## src/rtl/uart_pkg.sv

```systemverilog
// Shared constants for the UART transmit stage: FSM state encoding,
// line levels and frame geometry.
package uart_pkg;

  typedef logic [2:0] state_t;

  localparam state_t IDLE   = 3'd0;
  localparam state_t RD     = 3'd1;
  localparam state_t LATCH  = 3'd2;
  localparam state_t START  = 3'd3;
  localparam state_t DATA   = 3'd4;
  localparam state_t PARITY = 3'd5;
  localparam state_t STOP   = 3'd6;

  localparam logic IDLE_LEVEL  = 1'b1;
  localparam logic START_LEVEL = 1'b0;

  localparam int DATA_BITS = 8;
  localparam int IDX_W     = $clog2(DATA_BITS);

  // Even parity: the parity bit makes the total count of ones even.
  function automatic logic even_parity(input logic [DATA_BITS-1:0] b);
    return ^b;
  endfunction

endpackage

```

## src/rtl/uart_baud_gen.sv

```systemverilog
// Bit-period counter: counts 0..BAUD_DIV-1 and flags the last cycle of each
// bit with tick. clr holds the count at zero while no frame is on the line.
module uart_baud_gen #(
  parameter int unsigned BAUD_DIV = 434
) (
  input  logic clk,
  input  logic reset_n,
  input  logic clr,
  output logic tick
);

  localparam int unsigned CNT_W = (BAUD_DIV > 2) ? $clog2(BAUD_DIV) : 1;
  localparam logic [CNT_W-1:0] CNT_LAST = CNT_W'(BAUD_DIV - 1);

  logic [CNT_W-1:0] cnt_q;
  logic [CNT_W-1:0] cnt_d;

  assign tick = (cnt_q == CNT_LAST);

  always_comb begin
    cnt_d = cnt_q + CNT_W'(1);
    if (clr || tick) begin
      cnt_d = '0;
    end
  end

  always_ff @(posedge clk or negedge reset_n) begin
    if (!reset_n) begin
      cnt_q <= '0;
    end else begin
      cnt_q <= cnt_d;
    end
  end

endmodule

```

## src/rtl/uart_fifo_tx.sv

```systemverilog
// Drains a non-showahead byte FIFO one read per frame and serialises each byte
// as 8N1, or 8E1 when PARITY_EN is defined. All outputs decode from registers.
module uart_fifo_tx
  import uart_pkg::*;
#(
  parameter int unsigned CLK_FREQ = 50_000_000,
  parameter int unsigned BAUD     = 115200
) (
  input  logic                 clk,
  input  logic                 reset_n,
  input  logic                 fifo_empty,
  input  logic [DATA_BITS-1:0] fifo_q,
  output logic                 fifo_rdreq,
  output logic                 txd,
  output logic                 busy,
  output logic                 byte_done
);

  localparam int unsigned BAUD_DIV = CLK_FREQ / BAUD;

  if (BAUD_DIV < 2) begin : g_div_check
    $error("uart_fifo_tx: CLK_FREQ/BAUD must be at least 2");
  end

  state_t               state_q;
  state_t               state_d;
  logic [DATA_BITS-1:0] shift_q;
  logic [DATA_BITS-1:0] shift_d;
  logic [IDX_W-1:0]     idx_q;
  logic [IDX_W-1:0]     idx_d;
  logic                 tick;
  logic                 clr;
  logic                 last_bit;

`ifdef PARITY_EN
  logic parity_q;
  logic parity_d;
`endif

  uart_baud_gen #(
    .BAUD_DIV (BAUD_DIV)
  ) u_baud_gen (
    .clk     (clk),
    .reset_n (reset_n),
    .clr     (clr),
    .tick    (tick)
  );

  assign last_bit = tick && (idx_q == IDX_W'(DATA_BITS - 1));

  always_ff @(posedge clk or negedge reset_n) begin
    if (!reset_n) begin
      state_q <= IDLE;
    end else begin
      state_q <= state_d;
    end
  end

  always_comb begin
    state_d = state_q;
    case (state_q)
      IDLE:  if (!fifo_empty) state_d = RD;
      RD:    state_d = LATCH;
      LATCH: state_d = START;
      START: if (tick) state_d = DATA;
`ifdef PARITY_EN
      DATA:   if (last_bit) state_d = PARITY;
      PARITY: if (tick) state_d = STOP;
`else
      DATA:   if (last_bit) state_d = STOP;
`endif
      STOP:  if (tick) state_d = IDLE;
      default: state_d = IDLE;
    endcase
  end

  always_comb begin
    txd        = IDLE_LEVEL;
    fifo_rdreq = 1'b0;
    busy       = 1'b1;
    byte_done  = 1'b0;
    clr        = 1'b0;
    case (state_q)
      IDLE: begin
        busy = 1'b0;
        clr  = 1'b1;
      end
      RD: begin
        fifo_rdreq = 1'b1;
        clr        = 1'b1;
      end
      LATCH: clr = 1'b1;
      START: txd = START_LEVEL;
      DATA:  txd = shift_q[0];
`ifdef PARITY_EN
      PARITY: txd = parity_q;
`endif
      STOP:  byte_done = tick;
      default: begin
        busy = 1'b0;
        clr  = 1'b1;
      end
    endcase
  end

  // The byte is captured once in LATCH and then shifted out LSB first.
  always_comb begin
    shift_d = shift_q;
    idx_d   = idx_q;
    if (state_q == LATCH) begin
      shift_d = fifo_q;
      idx_d   = '0;
    end else if ((state_q == DATA) && tick) begin
      shift_d = {1'b0, shift_q[DATA_BITS-1:1]};
      idx_d   = idx_q + IDX_W'(1);
    end
  end

  always_ff @(posedge clk or negedge reset_n) begin
    if (!reset_n) begin
      shift_q <= '0;
      idx_q   <= '0;
    end else begin
      shift_q <= shift_d;
      idx_q   <= idx_d;
    end
  end

`ifdef PARITY_EN
  // Parity is taken from the whole byte before shifting consumes it.
  always_comb begin
    parity_d = parity_q;
    if (state_q == LATCH) begin
      parity_d = even_parity(fifo_q);
    end
  end

  always_ff @(posedge clk or negedge reset_n) begin
    if (!reset_n) begin
      parity_q <= 1'b0;
    end else begin
      parity_q <= parity_d;
    end
  end
`endif

endmodule

```

## config.mk

```make
export PLATFORM = sky130hd
export DESIGN_NAME = uart_fifo_tx
export DESIGN_NICKNAME = d
export VERILOG_FILES = /design/src/rtl/uart_pkg.sv /design/src/rtl/uart_baud_gen.sv /design/src/rtl/uart_fifo_tx.sv
export SDC_FILE = /design/constraint.sdc
export NUM_CORES = 1
export LEC_CHECK = 0
export ABC_CLOCK_PERIOD_IN_PS = 2750
export CAP_MARGIN = 20
export CORE_UTILIZATION = 55
export DETAILED_ROUTE_END_ITERATION = 10
export GPL_TIMING_DRIVEN = 0
export PLACE_DENSITY = 0.8
export SLEW_MARGIN = 0
export SYNTH_ARGS = -nofsm -noshare
export SYNTH_HDL_FRONTEND = slang
export SYNTH_SLANG_ARGS = --single-unit
```

## constraint.sdc

```tcl
create_clock -name clk -period 2.75 [get_ports clk]
set_input_delay 0.275 -clock clk [delete_from_list [all_inputs] [get_ports clk]]
set_output_delay 0.275 -clock clk [all_outputs]
set_load 0.05 [all_outputs]
```

==> results.yml, run 1 <==
critical_path:
  cp.required_ns: 2.48
  r2r_setup_slack_ns: 0.97
  worstSetupEndpointType: "primary output"
  critPathMaxFanout: 3
  path_class: "register to primary output"
  r2r.worst_path.cells: 7
  timing.rr.end: "shift_q[4]"
  cp.arrival_ns: 2.25
  worstReg2RegStart: "u_baud_gen.cnt_q[1]"
  worstSetupStartpointType: "register"
clock_tree:
  postCtsHoldBufs: 0
  cts_tree: "built"
  path_clk_slew_ns: 0.11
  cts_setup_buffers: 0
  cts_buffers: 3
  cts.path.max_buffers: 2
  cts-root-buf: "clkbuf_4"
  cts_htree_levels: 1
  cts_sinks: 23
  clk_latency_ns: 0.30
  postCtsResizedCells: 0
outcome:
  status: "finished clean"
place:
  hpwl_mm: 1.49
  place_congestion: 0.820
  dp.cells: 154
  portBuffers: 14
synthesis:
  synth_warnings: 0
  synth.most_common_cell: "dfrtp_1"
  synth_area_um2: 1160
  syn_nets: 128
  ys_seq_area_frac: 0.498
  synthFlopType: "dfrtp_1"
  synthArstFlopShare: 1.00
  synth_cell_types: 31
  syn_inst: 113
  synth-edff-count: 0
  ys_top_cells_by_area: "dfrtp_1 50%, nor2_1 5.2%, ha_1 4.3%"
  yosys-top-cells-count: "23 x dfrtp_1, 16 x nor2_1, 9 x nand2_1"
  postSynthAreaPerCell_um2: 10.2
  synth_top_area_share: 0.498
  synth_seq_cells: 23
  synth_top_area_cell: "dfrtp_1"
route:
  vias: 861
  drt_iter0_markers: 13
  drt_pre_antenna_iters: 4
  drc_errors: 0
  vias_per_cell: 5.42
  routedWlPerCell_um: 12.8
  ant_nets: 0
  postRouteWirelength_mm: 2.03
global_route:
  grt-busiest-layer: "met2"
  grt_util_met1: 0.264
  grt_max_degree: 24
  grt_use_total: 0.203
  grt_pass1_wl_mm: 3.13
  grt_pass1_vias: 735
  antenna_found_initial: 0
  use_met3: 0.0340
  gr-total-overflow: 0
  met2_usage: 0.316
timing:
  rsz0062_at_grt: "false"
  max_freq_mhz: 396
  finalHoldViolations: 0
  tightest_slew_ns: 0.626
  finalCritPeriodShare: 0.918
  min_period_ns: 2.52
  clock_skew_ns: 0.00285
  finalMaxSlewViolations: 0
  setup-tns-final_ns: 0
  setup_viol: 0
  slew_headroom: 0.579
layout:
  diodes: 0
  drive_above_1_share: 0.0909
  fin_cells: 159
  areaGrowthSynthToFinish_pct: 19.7
  nets: 148
die:
  start_util: 0.589
  ioPinCount: 15
  core-area_um2: 1960
  die_h_um: 47.8
  die_area_um2: 2290
  rows: 16
  die_w_um: 47.8
power:
  p_leak_nw: 0.612
  total_power_uw: 528
  cellPowerDensity_nw_per_um2: 381
  vdd_drop_max_v: 0.000310
hold_path:
  hold_path.class: "input pin to asynchronous set/reset pin"
flow_run:
  maxCapViolations: 0
## layout make-up
class	instances	area, um^2
multi-input combinational	82	532
buffer	6	41.3
timing repair buffer	15	168
clock buffer	4	26.3
inverter	2	7.51
fill	165	578
sequential	23	576
tap	27	33.8
## critical path: stages, from the launching register on
cell and delay (ns):
dfrtp_1 0.41, inv_1 0.07, ha_1 0.15, nand4b_1 0.24, nor3_1 0.25, clkdlybuf4s50_1 0.83
## power breakdown
part | total [mW] | switching (mW) | leakage (nW) | internal [mW]
clock network | 0.149 | 0.0928 | 0.0150 | 0.0566
registers | 0.347 | 0.00318 | 0.269 | 0.344
logic | 0.0311 | 0.0111 | 0.328 | 0.0201
## state kept, by name, summed over array words and instances, names as in the netlist
register,count
idx_q,3
shift_q,8
state_q,3
u_baud_gen.cnt_q,9
## cell usage in the layout, fill, tap and decap left out, types with 2 or more instances in the layout
cell type        synthesis  layout
o21ai_0                  5       5
dfrtp_1                 23      23
inv_1                    2       2
a21o_1                   3       3
nor3_1                   4       4
xor2_1                   3       3
or3_1                    2       2
mux2i_1                  4       4
buf_2                    3       3
a22o_1                   4       4
buf_6                    2       2
xnor2_1                  4       4
a21oi_1                  8       8
nand4_1                  2       2
nand2_1                  9       9
ha_1                     4       4
nor2_1                  16      16
clkbuf_1                 1       2
nand3_1                  2       2
clkbuf_4                 0       3
clkdlybuf4s50_1          0      14
## how the worst max path moves through the flow
stage	slack (ns)	startpoint	end	cells after the start
after floorplan	0.61	u_baud_gen.cnt_q[1]	byte_done	4
after global placement	0.63	u_baud_gen.cnt_q[1]	byte_done	5
after detailed placement	0.59	u_baud_gen.cnt_q[1]	byte_done	5
after CTS	0.24	u_baud_gen.cnt_q[1]	byte_done	5
after global routing	0.15	u_baud_gen.cnt_q[1]	byte_done	5
final	0.23	u_baud_gen.cnt_q[1]	byte_done	5
## logic make-up after synthesis
family,Yosys count,synth area share
buf+inv,8,0.0422
compound gates,22,0.119
fa+ha+maj,4,0.0433
flops,23,0.498
mux,5,0.0444
xor+xnor,7,0.0530
simple gates,44,0.200
## per-layer routing
| metal | wire, um | up-vias |
|---|---|---|
| li1 | - | 433 |
| met2 | 933 | 26 |
| met1 | 938 | 396 |
| met4 | 68 | 0 |
| met5 | 0 | - |
| met3 | 90 | 6 |
## through the flow
stage | worst slack, ns | instance area, um^2 | util | hold WS, ns
2_1_floorplan | 0.612 | 1160 | - | -0.0206
3_3_place_gp | 0.629 | 1330 | 0.678 | 0.459
5_1_grt | 0.146 | 1380 | 0.705 | 0.141
6_report | 0.226 | 1380 | 0.705 | 0.163
4_1_cts | 0.238 | 1360 | 0.691 | 0.495
3_5_place_dp | 0.586 | 1330 | 0.678 | 0.467
(Power assumes the default switching activity.)
==> inputs of run 2 (changes only) <==
--- a/config.mk
+++ b/config.mk
@@ -5,12 +5,12 @@
 export SDC_FILE = /design/constraint.sdc
 export NUM_CORES = 1
 export LEC_CHECK = 0
-export ABC_CLOCK_PERIOD_IN_PS = 2750
+export ABC_CLOCK_PERIOD_IN_PS = 2400
 export CAP_MARGIN = 20
-export CORE_UTILIZATION = 55
+export CORE_UTILIZATION = 53
 export DETAILED_ROUTE_END_ITERATION = 10
 export GPL_TIMING_DRIVEN = 0
-export PLACE_DENSITY = 0.8
+export PLACE_DENSITY = 0.77
 export SLEW_MARGIN = 0
 export SYNTH_ARGS = -nofsm -noshare
 export SYNTH_HDL_FRONTEND = slang
==> constraint.sdc (replaced) <==
create_clock -name clk -period 2.4 [get_ports clk]
set_input_delay 0.24 -clock clk [delete_from_list [all_inputs] [get_ports clk]]
set_output_delay 0.24 -clock clk [all_outputs]
set_load 0.05 [all_outputs]
==> run 2 against run 1 <==
- final cell count is the same
- die area up 3.6%
- clock-buffer cell count decreased by 1
- register-to-register slack lost 0.36 ns
- clock skew is 0.0042 ns higher
- clock power increased by 26%
- critical path depth decreased by 1
- non-clock buffer count unchanged
- sequential share of layout area shrank 0.15 points
- critical path type unchanged
- largest power group unchanged
==> results.yml, run 2 (synthesis results as in run 1) <==
place:
  hpwl_mm: 1.49
  placed_area_um2: 1330
  place_congestion: 0.785
  portBuffers: 14
  post-place-ws_ns: 0.245
timing:
  min_period_ns: 2.26
  finalCritPeriodShare: 0.941
  rsz0062_at_grt: "false"
  timing.hold.ws_ns: 0.165
  tightest_slew_ns: 0.622
  setup-tns-final_ns: 0
  slew_headroom: 0.582
  finalMaxSlewViolations: 0
  max_freq_mhz: 443
  clock_skew_ns: 0.00702
  finalHoldViolations: 0
  setup_viol: 0
  fin_ws_ns: 0.142
layout:
  largest_register_ffs: 9
  areaGrowthSynthToFinish_pct: 20.1
  nets: 148
  top_regs: "u_baud_gen.cnt_q: 9 flops, shift_q: 8 flops"
  fin_util: 0.694
  drive_above_1_share: 0.0985
  diodes: 0
  final_area_um2: 1390
  mostFrequentLayoutCell: "dfrtp_1"
  largest_register: "u_baud_gen.cnt_q"
  final_cell_mix: "23 x dfrtp_1, 16 x nor2_1, 12 x clkdlybuf4s50_1, 9 x nand2_1, 8 x a21oi_1"
critical_path:
  cp.arrival_ns: 2.02
  cp.required_ns: 2.16
  path_class: "register to primary output"
  crit_slowest_cell: "clkdlybuf4s50_1"
  worstSetupEndpointType: "primary output"
  critPathMaxFanout: 10
  slowest_delay_ns: 0.82
  path_cells: "buf_2 > nor3_1 > a21oi_1 > clkdlybuf4s50_1"
  worstSetupStartpointType: "register"
die:
  die_area_um2: 2370
  rows: 16
  core-area_um2: 2000
  die_w_um: 48.7
  start_util: 0.578
  ioPinCount: 15
  die_h_um: 48.7
power:
  p_leak_nw: 0.635
  p_seq_frac: 0.641
  cellPowerDensity_nw_per_um2: 447
  combPwrFrac: 0.057
  switchingPower_uw: 140
  power_frac_clock: 0.301
  vdd_drop_max_v: 0.000399
  p_sw_frac: 0.225
  internal_power_uw: 481
clock_tree:
  cts_tree: "built"
  cts-root-buf: "clkbuf_4"
  cts_sinks: 23
  postCtsHoldBufs: 0
  clk_latency_ns: 0.32
  cts.path.max_buffers: 2
  path_clk_slew_ns: 0.13
  cts_htree_levels: 1
  cts_buffers: 3
route:
  routedWlPerCell_um: 13.1
  vias_per_cell: 5.44
  ant_nets: 0
  drt_iter0_markers: 21
  drc_errors: 0
  drt_pre_antenna_iters: 5
  postRouteWirelength_mm: 2.08
  vias: 865
global_route:
  grt_use_total: 0.208
  antenna_found_initial: 0
  grt_max_degree: 24
  grt_pass1_wl_mm: 3.66
  gr-total-overflow: 0
  grt_pass1_vias: 788
flow_run:
  maxCapViolations: 0
hold_path:
  hold_path.class: "input pin to asynchronous set/reset pin"
outcome:
  status: "finished clean"
-- run 2: cell count changes in the layout (fill, tap and decap cells not counted) --
| cell | delta |
|---|---|
| clkinvlp_4 | +1 |
| clkbuf_1 | -1 |
| dlygate4sd2_1 | +1 |
| clkdlybuf4s50_1 | -2 |
| dlymetal6s2s_1 | +1 |
-- run 2: repair_timing --
action,CTS,global route
setup endpoints to repair,1,1
resized for setup,1,1
cloned,0,0
endpoints found under the hold margin,0,0
setup buffers,0,0
-- run 2: final timing paths --
path                                  from                  end  slack, ns  depth (start not counted)
min in group clk                 fifo_q[7]           shift_q[7]       0.47                          3
worst min-delay path               reset_n  u_baud_gen.cnt_q[4]       0.16                          1
worst min register to register  shift_q[2]           shift_q[2]       0.49                          1
worst max register to register  state_q[0]             idx_q[0]       0.61                          4
max in group asynchronous          reset_n           shift_q[3]       1.83                          2
worst max-delay path            state_q[0]                 busy       0.14                          4
-- run 2: area by class of cell --
cell class                 instances  area, um^2
clock buffer                       3        22.5
multi-input combinational         82         532
buffer                             6        41.3
clock inverter                     1        7.51
inverter                           2        7.51
sequential                        23         576
timing repair buffer              15         169
fill                             156         613
tap                               27        33.8
-- run 2: stage by stage --
step / power (mW) / instances
finish: 0.621 / 159
global route: 0.641 / 159
CTS: 0.621 / 158
detailed placement: 0.436 / 154
global placement: 0.435 / 154
floorplan: 0.411 / 113
-- run 2: power groups by stage --
stage	Sequential [mW]	Combinational (mW)	Clock, mW
after floorplan	0.404	0.00624	0
after global placement	0.405	0.0300	0
after detailed placement	0.406	0.0307	0
after CTS	0.398	0.0309	0.192
after global routing	0.399	0.0391	0.202
final	0.398	0.0355	0.187
-- run 2: critical path: cells and delay by family (launching register included) --
family / cells / cell delay, ns
compound gates: 1 / 0.14
buf+inv: 2 / 1.05
flops: 1 / 0.42
simple gates: 1 / 0.08
-- run 2: routing by layer --
metal / vias to the layer above / GRT usage / share of wire
li1: 430 / - / -
met1: 408 / 0.277 / 0.48
met2: 21 / 0.326 / 0.47
met3: 6 / 0.0377 / 0.035
met4: 0 / 0.103 / 0.020
met5: - / 0 / 0
==> inputs of run 3 (changes only) <==
--- a/config.mk
+++ b/config.mk
@@ -10,6 +10,7 @@
 export CORE_UTILIZATION = 53
 export DETAILED_ROUTE_END_ITERATION = 10
 export GPL_TIMING_DRIVEN = 0
+export MAX_ROUTING_LAYER = met4
 export PLACE_DENSITY = 0.77
 export SLEW_MARGIN = 0
 export SYNTH_ARGS = -nofsm -noshare
==> results of run 3 <==
Final layout, timing and power as in run 2 (identical DEF).
Main changes from that run: final weighted congestion in routability-driven placement 0.785 -> 0.796; overall routing resource usage 0.208 -> 0.214
